**config.mk**
```make
export PLATFORM = sky130hd
export DESIGN_NAME = uart_boot_loader
export DESIGN_NICKNAME = d
export VERILOG_FILES = /design/src/rtl/uart_boot_loader.sv
export SDC_FILE = /design/constraint.sdc
export NUM_CORES = 1
export LEC_CHECK = 0
export ABC_AREA = 1
export BUFFER_PORTS_ARGS = -buffer_cell sky130_fd_sc_hd__buf_2
export CAP_MARGIN = 0
export CORE_ASPECT_RATIO = 1.75
export CORE_MARGIN = 2
export CORE_UTILIZATION = 50
export DETAILED_ROUTE_END_ITERATION = 6
export PLACE_DENSITY = 0.71
export SLEW_MARGIN = 20
export SYNTH_ARGS = -nofsm -noshare
export SYNTH_HDL_FRONTEND = slang
export SYNTH_SLANG_ARGS = --single-unit
```
**constraint.sdc**
```tcl
create_clock -name clk -period 4.14 [get_ports clk]
set_input_delay 0.828 -clock clk [delete_from_list [all_inputs] [get_ports clk]]
set_output_delay 0.828 -clock clk [all_outputs]
set_load 0.02 [all_outputs]
```
**src/rtl/uart_boot_loader.sv**
```systemverilog
// uart_boot_loader: parses a framed byte stream into little-endian RAM word writes, then releases the CPU.
// Optional checksum byte and state enabled by defining BOOT_CHECKSUM_EN.
module uart_boot_loader #(
  parameter logic [7:0]  SYNC_BYTE      = 8'hA5,
  parameter logic [31:0] BASE_ADDR      = 32'h0000_0000,
  parameter int          MAX_WORDS      = 1024,
  parameter int          TIMEOUT_CYCLES = 1_000_000,
  parameter int          CNT_W          = 16
) (
  input  logic             clk,
  input  logic             i_reset,
  input  logic             i_rx_valid,
  input  logic [7:0]       i_rx_data,
  output logic             o_wr_valid,
  output logic [31:0]      o_wr_addr,
  output logic [31:0]      o_wr_data,
  output logic             o_cpu_running,
  output logic             o_busy,
  output logic             o_error,
  output logic [CNT_W-1:0] o_word_count
);
  localparam int TW = $clog2(TIMEOUT_CYCLES + 1);
`ifdef BOOT_CHECKSUM_EN
  typedef enum logic [2:0] {IDLE, LEN, DATA, CSUM, RUN, ERR} state_t;
  localparam state_t FIN = CSUM;
  logic [7:0] csum;
`else
  typedef enum logic [2:0] {IDLE, LEN, DATA, RUN, ERR} state_t;
  localparam state_t FIN = RUN;
`endif
  state_t state, state_d;
  logic [1:0]       bc;
  logic [7:0]       n_lo;
  logic [CNT_W-1:0] n;
  logic [23:0]      shift;
  logic [TW-1:0]    tmo;
  logic [CNT_W-1:0] len;
  logic             in_frame, in_frame_d, start, expire;
  assign len        = CNT_W'({i_rx_data, n_lo});
  assign in_frame   = state != IDLE && state != RUN && state != ERR;
  assign in_frame_d = state_d != IDLE && state_d != RUN && state_d != ERR;
  assign start      = i_rx_valid && i_rx_data == SYNC_BYTE && (state == IDLE || state == ERR);
  assign expire     = in_frame && !i_rx_valid && tmo == TW'(TIMEOUT_CYCLES - 1);
  always_comb begin
    state_d = state;
    case (state)
      IDLE, ERR: state_d = start ? LEN : state;
      LEN:       if (i_rx_valid && bc[0])
                   state_d = len > CNT_W'(MAX_WORDS) ? ERR : len == '0 ? FIN : DATA;
      DATA:      if (i_rx_valid && bc == 2'd3 && o_word_count == n - CNT_W'(1)) state_d = FIN;
`ifdef BOOT_CHECKSUM_EN
      CSUM:      if (i_rx_valid) state_d = i_rx_data == csum ? RUN : ERR;
`endif
      default:   state_d = state;
    endcase
    if (expire) state_d = ERR;
  end
  always_ff @(posedge clk or negedge i_reset) begin
    if (!i_reset) begin
      state         <= IDLE;
      bc            <= '0;
      n_lo          <= '0;
      n             <= '0;
      shift         <= '0;
      tmo           <= '0;
      o_wr_valid    <= 1'b0;
      o_wr_addr     <= '0;
      o_wr_data     <= '0;
      o_cpu_running <= 1'b0;
      o_busy        <= 1'b0;
      o_error       <= 1'b0;
      o_word_count  <= '0;
`ifdef BOOT_CHECKSUM_EN
      csum          <= '0;
`endif
    end else begin
      state         <= state_d;
      o_wr_valid    <= 1'b0;
      o_busy        <= in_frame_d;
      o_error       <= state_d == ERR;
      o_cpu_running <= state_d == RUN;
      tmo           <= in_frame && !i_rx_valid ? tmo + TW'(1) : '0;
      if (start) begin
        bc           <= '0;
        o_word_count <= '0;
`ifdef BOOT_CHECKSUM_EN
        csum         <= '0;
`endif
      end
      if (i_rx_valid && state == LEN) begin
        n_lo <= i_rx_data;
        n    <= len;
        bc   <= {1'b0, ~bc[0]};
`ifdef BOOT_CHECKSUM_EN
        csum <= csum ^ i_rx_data;
`endif
      end
      if (i_rx_valid && state == DATA) begin
        bc    <= bc + 2'd1;
        shift <= {i_rx_data, shift[23:8]};
`ifdef BOOT_CHECKSUM_EN
        csum  <= csum ^ i_rx_data;
`endif
        if (bc == 2'd3) begin
          o_wr_valid   <= 1'b1;
          o_wr_addr    <= BASE_ADDR + 32'({o_word_count, 2'b00});
          o_wr_data    <= {i_rx_data, shift};
          o_word_count <= o_word_count + CNT_W'(1);
        end
      end
    end
  end
endmodule

```
# Yosys cells after proc, flatten, opt, wreduce, memory -nomap -nowiden
# Index checks and enable logic that the tools add are counted.
[totals] ram_bits=0 regBits=141 output_inout_bits=84 mem_bits_ro=0 n_memories=0 input_bits=11 latch_bits=0
[op_classes] n_eq_ne=13 mul=0 order_cmp=1 n_addsub=4 n_bitwise=1 n_shift=0 n_mux=16 div=0 reduce_logical=22
[op_table] cell="$mux W16" n=3
[op_table] cell="$add A20 B1 Y20 const B" n=1
[op_table] cell="$eq A20 B20 Y1 const B" n=1
[op_table] cell="$mux W20" n=1
[op_table] cell="$add A16 B1 Y16 const B" n=1
[op_table] cell="$eq A16 B16 Y1" n=1
[op_table] cell="$gt A16 B11 Y1 const B" n=1
[op_table] cell="$logic_not A16 Y1" n=1
[op_table] cell="$sub A16 B1 Y16 const B" n=1
[op_table] cell="$mux W3" n=5
[op_table] cell="$logic_and A1 B1 Y1" n=13
[op_table] cell="$pmux W3 S3" n=1
[op_table] cell="$reduce_bool A3 Y1" n=3
[op_table] cell="$eq A8 B8 Y1 const B" n=1
[op_table] cell="$eq A3 B2 Y1 const B" n=2
[op_table] cell="$eq A3 B3 Y1 const B" n=2
[op_table] cell="$mux W2" n=3
[op_table] cell="$ne A3 B2 Y1 const B" n=2
[op_table] cell="$ne A3 B3 Y1 const B" n=2
[op_table] cell="$eq A3 B1 Y1 const B" n=1
[op_table] cell="$logic_not A3 Y1" n=1
[op_table] cell="$mux W1" n=3
[op_table] cell="$add A2 B1 Y2 const B" n=1
[op_table] cell="$eq A2 B2 Y1 const B" n=1
[op_table] cell="5 further kinds" n=5

# Depth between registers and ports, before layout
[logic_depth] depth_word=9 depth_mapped=17 mapped_depth_nobuf=17

# Least setup slack after synthesis
# Ideal clock, no wire load.
[synth_timing] path_type="input -> register" start="input i_rx_data[5]" end="register o_error" t_arrival_ps=1781 setup_time_ps=114 path_slack_ps=2244 stages=8 n_path_buf=0 required_ps=4026 cell_sequence="inv_1 -> nand4_1 -> or2_2 -> nand2_1 -> a21oi_1 -> or2_4 -> nand2_2 -> nor2_1"
[synth_between] elab_chain_len=7 elab_cells_between_ends=12 classes_between="order compare: 1; eq/ne: 2; mux: 6; reduce/logical: 3"
[synth_rtl] item="start: declaration" line="13" source="input logic [7:0] i_rx_data,"
[synth_rtl] item="branches (longest 4 deep; another with $gt A16 B11 Y1)"
[synth_rtl] item="$pmux W3 S3 *" line="46" source="case (state)"
[synth_rtl] item="$mux W3 *" line="56" source="if (expire) state_d = ERR;"
[synth_rtl] item="$eq A3 B3 Y1 *" line="80" source="o_error <= state_d == ERR;"
[synth_rtl] item="end signal: assignment" line="71" source="o_error <= 1'b0;"
[synth_rtl] item="end signal: assignment" line="80"
[synth_rtl] item="end: declaration" line="19" source="output logic o_error,"
# Mark *: on every way between the ends.
# A chain may end at the register's enable or synchronous reset.

# Worst setup path in the final report
[layout_timing] start="register state[0]" end="register o_wr_data[26]"
[layout_between] elab_chain_len=3
[layout_rtl] item="start: declaration" line="31" source="state_t state, state_d;"
[layout_rtl] item="start signal: assignment" line="77" source="state <= state_d;"
[layout_rtl] item="$eq A3 B2 Y1" line="98" source="if (i_rx_valid && state == DATA) begin"
[layout_rtl] item="$logic_and A1 B1 Y1" line="98"
[layout_rtl] item="$reduce_and A2 Y1 (no line)"
[layout_rtl] item="end signal: assignment" line="107" source="o_wr_data <= {i_rx_data, shift};"
[layout_rtl] item="end: declaration" line="16" source="output logic [31:0] o_wr_data,"
# Every way passes these cells.

==> impl_metrics.yaml <==
run_status:
  outcome: "complete, no violations"
timing:
  min_period_ns: 2.49
  slew_violations: 0
  tightest_slew_ns: 0.930
  relSlewSlack: 0.379
  whs_ns: 0.427
  rsz0062_at_grt: "false"
  finalHoldViolations: 0
  finalClockSkew_ns: 0.0125
  clock.fmax_ghz: 0.402
  setup_viol: 0
  fin_setup_tns_ns: 0
  finalCritPeriodShare: 0.601
logic_synthesis:
  synth_area_mm2: 0.00634
  synth_edf_count: 0
  ys_seq_elements: 133
  syn_inst: 761
  async_reset_ff_frac: 1.00
  synth.avg_cell_area_um2: 8.33
  ys.flop_type: "dfrtp_1"
  yosys_warnings: 0
  synth_cell_types: 40
  synth_seq_area_share: 0.525
drt:
  drt-initial-drc-count: 404
  via_per_inst: 5.17
  ant_nets: 0
  met1Wirelength_um: 6070
  drc: 0
  dr_wl_met2_um: 8030
  highest_layer: "met4"
  route.met3.wl_um: 662
  vias: 5280
  dr.pass1.iters: 5
  wl_per_cell_um: 14.7
  drt-total-wl_um: 15100
job:
  maxCapViolations: 0
critical_path:
  path_cells: "nor2_4 > nand3_4 > buf_4 > nor2_4 > inv_2 > buf_4 > nand2_1 > o21ai_0"
  rr_worst_depth: 8
  critPathSlowestCell: "nor2_4"
  reg2reg_slack_ns: 1.65
  max_stage_delay_ns: 0.44
  arrival_ns: 2.76
  cp-end-kind: "register"
  worstSetupPathType: "register to register"
  rr_endpoint: "o_wr_data[26]"
  startpoint_type: "register"
  crit_required_ns: 4.41
  r2r-start: "state[0]"
  setup.worst_path.start: "state[0]"
  crit_fanout: 58
  worst-path-buf-inv: 3
  cpLargestDelayFamily: "buffers and inverters"
clock_network:
  h-tree-depth: 4
  cts.sink_count: 133
  clockBufferDepth: 2
  cts_resized: 0
  post_cts_buffers: 0
  cts_root_buf: "clkbuf_16"
  ctsHoldBuffers: 0
  tritoncts: "done"
  clk_pin_slew_worst_paths_ns: 0.06
  cts-buffers-inserted: 17
  clkLatencyLatePin_ns: 0.41
finish:
  mostFrequentLayoutCells: "201 x nand2_1, 133 x dfrtp_1, 91 x o21ai_0"
  syn_to_final_growth_pct: 17.5
  nets: 856
  drive_gt1_frac: 0.178
  n_antenna_cell: 0
  fin_util: 0.599
  final_common_cell: "nand2_1"
die:
  core_area_mm2: 0.0124
  dieArea_mm2: 0.0136
  die_x_um: 89.1
  pin_count: 95
  start_util: 0.510
  die_h_um: 153
  rows: 54
placed_design:
  io_buffers: 78
  dpl.hpwl_um: 10900
  globalplace.congestion: 0.942
worst_hold_path:
  hold_path.class: "input port to asynchronous set/reset pin"
global_routing:
  grt_pass1_vias: 5080
  grt_max_degree: 60
  grt_use_total: 0.236
  overflow: 0
  antenna_found_initial: 0
  grt_pass1_wl_um: 25100
pwr:
  power.density_mw_per_mm2: 506
  ir_worst_vdd_mv: 0.337
  p_leak_nw: 3.80
==> final cells by class <==
cell class	count	area, µm²
tap	168	210
fill	1137	4990
clock buffer	18	439
timing repair buffer	84	450
inverter	94	353
clock inverter	14	164
sequential	133	3330
multi-input combinational	511	2500
==> sequential cells by signal, indices dropped and copies added, names as in the netlist <==
register	count
o_cpu_running	1
state	3
o_word_count	16
o_wr_valid	1
o_busy	1
shift	24
n	8
o_wr_addr	16
bc	2
n_lo	8
tmo	20
o_error	1
o_wr_data	32
==> synthesized netlist by cell type (3+ instances only) <==
cell | count | area, µm²
nand3_1 | 34 | 170
xnor2_1 | 7 | 61.3
nor2_4 | 5 | 56.3
nand2_2 | 4 | 25.0
buf_2 | 5 | 25.0
dfrtp_1 | 133 | 3330
inv_2 | 3 | 11.3
nor2_2 | 7 | 43.8
nor3_2 | 6 | 60.1
a211oi_1 | 3 | 22.5
nor2_1 | 52 | 195
nand2_1 | 201 | 754
xor2_1 | 7 | 61.3
inv_1 | 90 | 338
ha_1 | 4 | 50.1
a21oi_1 | 25 | 125
nand4_1 | 9 | 56.3
o21ai_0 | 91 | 455
buf_4 | 17 | 128
nor3_1 | 17 | 85.1
clkbuf_1 | 16 | 60.1
==> stage by stage <==
step                      instances  area (µm²)  worst slack, ns  total power, mW
after detailed placement        990        6840             1.29             2.26
after global routing           1022        7440             1.39             3.97
after CTS                      1022        7440             1.68             3.78
after floorplan                 776        6390             2.24             2.07
after global placement          990        6840             1.38             2.24
final                          1022        7440             1.65             3.76
==> metal layers <==
metal	global-route usage	up-vias
met2	0.408	177
met1	0.293	2511
li1	-	2571
met4	0.0704	0
met5	0	-
met3	0.0470	21
==> worst reg2reg max path, stage by stage (launching register included) <==
cell and delay [ns]:
dfrtp_1 0.43, nor2_4 0.18, nand3_4 0.08, buf_4 0.27, nor2_4 0.44, inv_2 0.33
buf_4 0.37, nand2_1 0.16, o21ai_0 0.09
==> worst max-delay path by stage <==
stage / endpoint / slack, ns / cells after the start
floorplan: o_error / 2.24 / 8
global placement: o_wr_data[25] / 1.38 / 7
detailed placement: o_wr_data[26] / 1.29 / 8
CTS: o_wr_data[26] / 1.68 / 9
global route: o_wr_data[16] / 1.39 / 9
finish: o_wr_data[26] / 1.65 / 8
==> where the power goes <==
part	total [mW]	internal [mW]	switching, mW
registers	1.54	1.41	0.138
clock network	1.51	0.922	0.591
logic	0.705	0.251	0.454
total	3.76	2.58	1.18
==> cell families (layout without fill, tap and decap cells) <==
logic type | Yosys count | count (layout) | synth area share
compound gates | 126 | 126 | 0.102
xor+xnor | 15 | 15 | 0.0229
fa+ha+maj | 4 | 4 | 0.00790
buf+inv | 132 | 210 | 0.0893
flops | 133 | 133 | 0.525
mux | 2 | 2 | 0.00355
other cells | 1 | 16 | 0.000592
simple gates | 348 | 348 | 0.248
Note: power is estimated with default switching activity, not from simulation.
